$ cat src/rtl/demux4_route_pkg.sv
`default_nettype none
// ============================================================================
//  Module      : demux4_route_pkg
//  Description : Shared constants, select encodings and helpers for the
//                registered 1-to-4 valid/ready demultiplexer.
//  Revision    : 1.0  initial release
// ============================================================================
package demux4_route_pkg;

  // Number of destination channels and width of the select that picks one.
  localparam int NUM_CH    = 4;
  localparam int SEL_W     = 2;

  // Default data width of the producer stream and every channel.
  localparam int DEF_WIDTH = 32;

  // Width of the accepted-transfer counter (wraps naturally).
  localparam int CNT_W     = 8;

  // Destination select encodings.
  typedef enum logic [SEL_W-1:0] {
    CH0 = 2'b00,
    CH1 = 2'b01,
    CH2 = 2'b10,
    CH3 = 2'b11
  } ch_sel_e;

  // Turn a binary destination select into a one-hot channel mask.
  function automatic logic [NUM_CH-1:0] sel_onehot(input logic [SEL_W-1:0] sel);
    logic [NUM_CH-1:0] mask;
    mask      = '0;
    mask[sel] = 1'b1;
    return mask;
  endfunction

endpackage : demux4_route_pkg
`default_nettype wire

$ cat src/rtl/demux4_route_slot.sv
`default_nettype none
// ============================================================================
//  Module      : demux_slot
//  Description : Single-entry holding register for one demux destination.
//                A valid bit plus a data register with a valid/ready output
//                handshake; reports whether it can take a new word this cycle.
//  Revision    : 1.0  initial release
// ============================================================================
module demux_slot
  import demux4_route_pkg::*;
#(
  parameter int WIDTH = DEF_WIDTH
) (
  input  logic             clk,
  input  logic             rst,
  input  logic             load,
  input  logic [WIDTH-1:0] din,
  input  logic             take,
  output logic             valid,
  output logic [WIDTH-1:0] dout,
  output logic             slot_ready
);

  logic             r_valid;
  logic [WIDTH-1:0] r_data;

  // The slot can take a word when empty, or when the consumer drains it in
  // the same cycle (which keeps a single always-ready channel at full rate).
  assign slot_ready = !r_valid || take;

  // Hold/refill/drain the entry. A load wins over a drain so a simultaneous
  // drain-and-load keeps the slot valid with the new word. The data register
  // only moves on load, so it is stable while stalled and while empty.
  always_ff @(posedge clk) begin
    if (rst) begin
      r_valid <= 1'b0;
      r_data  <= '0;
    end else if (load) begin
      r_valid <= 1'b1;
      r_data  <= din;
    end else if (take) begin
      r_valid <= 1'b0;
    end
  end

  assign valid = r_valid;
  assign dout  = r_data;

endmodule : demux_slot
`default_nettype wire

$ cat src/rtl/demux4_route.sv
`default_nettype none
// ============================================================================
//  Module      : demux4_route
//  Description : Registered 1-to-4 demultiplexer with per-destination
//                valid/ready handshakes. One producer stream is steered by
//                's' into one of four single-entry holding slots, so a slow
//                consumer stalls only the transfers addressed to it.
//  Revision    : 1.0  initial release
// ============================================================================
module demux4_route
  import demux4_route_pkg::*;
#(
  parameter int WIDTH = DEF_WIDTH
) (
  input  logic              clk,
  input  logic              rst,
  input  logic              in_valid,
  output logic              in_ready,
  input  logic [SEL_W-1:0]  s,
  input  logic [WIDTH-1:0]  d,
  output logic [NUM_CH-1:0] out_valid,
  input  logic [NUM_CH-1:0] out_ready,
  output logic [WIDTH-1:0]  y0,
  output logic [WIDTH-1:0]  y1,
  output logic [WIDTH-1:0]  y2,
  output logic [WIDTH-1:0]  y3,
  output logic [CNT_W-1:0]  xfer_cnt
);

  logic [NUM_CH-1:0] w_sel_onehot;
  logic [NUM_CH-1:0] w_load;
  logic [NUM_CH-1:0] w_slot_ready;
  logic [NUM_CH-1:0] w_valid;
  logic [WIDTH-1:0]  w_dout [NUM_CH];
  logic              w_accept;
  logic [CNT_W-1:0]  r_xfer_cnt;

  // Readiness follows the addressed slot only; it never looks at in_valid,
  // so the producer may use it to decide whether to present a transfer.
  assign in_ready     = w_slot_ready[s];
  assign w_accept     = in_valid && in_ready;

  // One-hot load strobe: only the addressed slot sees an accept.
  assign w_sel_onehot = sel_onehot(s);
  assign w_load       = w_accept ? w_sel_onehot : '0;

  for (genvar i = 0; i < NUM_CH; i++) begin : g_slot
    demux_slot #(
      .WIDTH (WIDTH)
    ) u_slot (
      .clk        (clk),
      .rst        (rst),
      .load       (w_load[i]),
      .din        (d),
      .take       (out_ready[i]),
      .valid      (w_valid[i]),
      .dout       (w_dout[i]),
      .slot_ready (w_slot_ready[i])
    );
  end

  // Count every accepted transfer; the counter wraps modulo 2**CNT_W.
  always_ff @(posedge clk) begin
    if (rst) begin
      r_xfer_cnt <= '0;
    end else if (w_accept) begin
      r_xfer_cnt <= r_xfer_cnt + 1'b1;
    end
  end

  assign out_valid = w_valid;
  assign y0        = w_dout[0];
  assign y1        = w_dout[1];
  assign y2        = w_dout[2];
  assign y3        = w_dout[3];
  assign xfer_cnt  = r_xfer_cnt;

endmodule : demux4_route
`default_nettype wire

$ cat config.mk
export PLATFORM = sky130hd
export DESIGN_NAME = demux4_route
export DESIGN_NICKNAME = d
export VERILOG_FILES = /design/src/rtl/demux4_route_pkg.sv /design/src/rtl/demux4_route_slot.sv /design/src/rtl/demux4_route.sv
export SDC_FILE = /design/constraint.sdc
export NUM_CORES = 1
export LEC_CHECK = 0
export ABC_CLOCK_PERIOD_IN_PS = 2300
export CAP_MARGIN = 20
export CORE_MARGIN = 2
export CORE_UTILIZATION = 44
export DETAILED_ROUTE_END_ITERATION = 10
export HOLD_SLACK_MARGIN = 0.08
export PLACE_DENSITY = 0.89
export SLEW_MARGIN = 20
export SYNTH_ARGS = -nofsm -noshare
export SYNTH_HDL_FRONTEND = slang
export SYNTH_SLANG_ARGS = --single-unit
$ cat constraint.sdc
create_clock -name clk -period 2.3 [get_ports clk]
set_clock_uncertainty 0.05 [all_clocks]
set_input_delay 0.46 -clock clk [delete_from_list [all_inputs] [get_ports clk]]
set_output_delay 0.46 -clock clk [all_outputs]
set_load 0.01 [all_outputs]
==> results of run 1 <==
-- critical path, cell delays in order --
cell and delay, ns:
clkdlybuf4s50_1 0.48, nor2b_1 0.07, mux4_2 0.49, inv_2 0.07, buf_2 0.12
-- area by class of cell --
class | instances | share of cell area (%)
clock buffers | 19 | 5.858
clock inverters | 13 | 1.886
well taps | 140 | 2.317
repair buffers | 206 | 26.66
diodes | 1 | 0.03310
inverters | 2 | 0.09929
multi-input cells | 441 | 26.08
flip-flops and latches | 140 | 37.07
-- how the worst max path moves through the flow --
stage                 startpoint  endpoint  slack [ns]  cells after the start
global placement            s[1]  in_ready       -0.31                      4
global route        out_ready[3]  in_ready        0.06                      5
detailed placement          s[1]  in_ready       -0.31                      4
finish              out_ready[3]  in_ready        0.10                      5
floorplan                   s[1]  in_ready        0.45                      4
CTS                 out_ready[3]  in_ready       0.007                      5
-- metal layers --
metal | global-route usage, % | vias up | routed length (um)
met5 | 0 | - | 0
met4 | 7.411 | 0 | 225
met3 | 7.819 | 19 | 1139
met2 | 41.45 | 175 | 7349
met1 | 29.23 | 2300 | 5908
li1 | - | 2409 | -
-- power breakdown --
part | total [mW] | leakage, nW | internal [mW] | switching [mW]
registers | 2.55 | 1.14 | 2.51 | 0.0436
logic | 0.552 | 1.24 | 0.272 | 0.280
clock network | 2.68 | 0.284 | 1.63 | 1.05
-- synthesized netlist by cell type, types with 2 or more instances --
cell type / n
dfxtp_1: 140
nand2b_1: 4
nor2_1: 7
a21oi_1: 136
or3_1: 9
nand3_1: 2
buf_4: 4
clkbuf_1: 41
nor3_1: 2
buf_2: 2
nor2b_1: 4
nand4_1: 3
inv_1: 2
and4_1: 2
o21ai_0: 7
nand2_1: 259
buf_6: 2
-- state kept, by name (all words and copies together), names as in the netlist --
signal               count
g_slot.u_slot.dout     128
g_slot.u_slot.valid      4
xfer_cnt                 8
-- cells by family (layout without fill, tap and decap cells) --
group | after synthesis | in the layout | synth area share [%]
adders and majority gates | 1 | 1 | 0.2513
DFF | 140 | 140 | 56.31
other | 0 | 1 | 0
buffers and inverters | 51 | 240 | 4.500
AOI/OAI and AO/OA | 143 | 143 | 14.38
muxes | 2 | 2 | 0.6536
and+or+nand+nor | 295 | 295 | 23.91
-- per-stage QoR --
stage / util, % / total power, mW
2_1_floorplan: - / 2.821
3_3_place_gp: 63.82 / 3.141
3_5_place_dp: 63.82 / 3.152
4_1_cts: 69.18 / 5.847
5_1_grt: 69.14 / 6.009
6_report: 69.14 / 5.784
==> flow_summary.toml, run 1 <==
[yosys]
synth_top_area_share_pct = 56.31
yosysTopAreaCell = "dfxtp_1"
yosysWarnings = 0
syn_inst = 632
synth-async-reset-ratio_pct = 0
synthDistinctLibCells = 23
synth_top_flop_cell = "dfxtp_1"
yosysSeqAreaShare_pct = 56.31
syn_nets = 674
synth-seq-cells = 140
avgSynthCellArea_sq_um = 7.875
syn_area_sq_mm = 0.004977
synthTopCellsByArea = "dfxtp_1 (56%), nand2_1 (20%), a21oi_1 (14%)"
synth-edff-count = 0

[routing]
firstDrtPassIters = 7
wl_per_cell_um = 15.20
drt_iter0_drc = 276
post-route-drc-count = 0
dr_total_vias = 4903
ant_nets = 0
avgViaCountPerCell = 5.097
drt-total-wl_mm = 14.62

[sta]
timing_worst_slew_pin_value_ns = 0.3116
slew_headroom_pct = 79.23
hold_ws_ns = 0.4027
hold_violations = 0
fin_tns_setup_ns = 0
min_period_ns = 2.199
setup_ws_ns = 0.1010
fmax_mhz = 454.8
rsz0062_at_grt = "false"
final-max-slew-violation-count = 0
finalCritPeriodShare_pct = 95.61
setup_violations = 0

[worst_setup_path]
r2r_slack_ns = 0.52
r2r_cells = 5
cp-start-kind = "input pin"
r2r_end = "xfer_cnt[3]"
arrival_ns = 1.69
cp-end-kind = "output pin"
crit_type = "in2out"
required_ns = 1.79
crit_fanout = 2
r2r-start = "g_slot[3].u_slot.valid"

[floorplanning]
start_util_pct = 45.51
fp.dieH_um = 110.4
die-area_sq_mm = 0.01218
placeableCoreArea_sq_mm = 0.01094
rows = 38
io_pins = 182
die_w_um = 110.4

[global_routing]
grt_pass1_vias = 4614
grt_first_pass_wirelength_mm = 22.85
grt_antenna_before_repair = 1
grt_remaining_overflow = 0
grt_max_degree = 72
grt_usage_pct = 24.32

[placement]
io_buffers = 181
place_congestion = 0.8222
placed_area_sq_mm = 0.006979
pre_cts_slack_ns = -0.3125
hpwl_mm = 10.01
dpl.cell_count = 929

[finish]
layout_common_cells = "nand2_1 (259), clkdlybuf4s50_1 (178), dfxtp_1 (140)"
seq_area_sq_mm = 0.002803
final_area_sq_mm = 0.007561
fin_nets = 850
final_cells = 962
n_fill_cell = 902
drive_gt1_share_pct = 7.795
multiInputGateArea_sq_mm = 0.001972
layout_commonest_cell = "nand2_1"
area_growth_syn_to_layout_pct = 51.91

[cts]
h-tree-depth = 4
clk_pin_slew_ns = 0.06
cts_buffers = 17
cts_sinks = 140
hold_buffers = 0
post-cts-setup-buffers = 0
cts.path.max_buffers = 2
root_buffer = "clkbuf_16"
cts_resized = 4
insertion_delay_ns = 0.40
cts_tree = "done"

[hold_path]
hold_depth = 2
hold_end = "g_slot[3].u_slot.dout[6]"
min_from = "g_slot[3].u_slot.dout[6]"
hp-class = "reg2reg"

[job]
maxCapViolCount = 0

[pwr]
ir_worst_vdd_v = 0.0004461
power_density_mw_per_mm2 = 765.0
p_leak_nw = 2.656

[status]
outcome = "complete, no violations"
Note: power is estimated with default switching activity, not from simulation.
==> run 2, diff against run 1 <==
- TNS_END_PERCENT: default -> 30
==> results of run 2 <==
Final layout, timing and power as in run 1 (identical DEF).
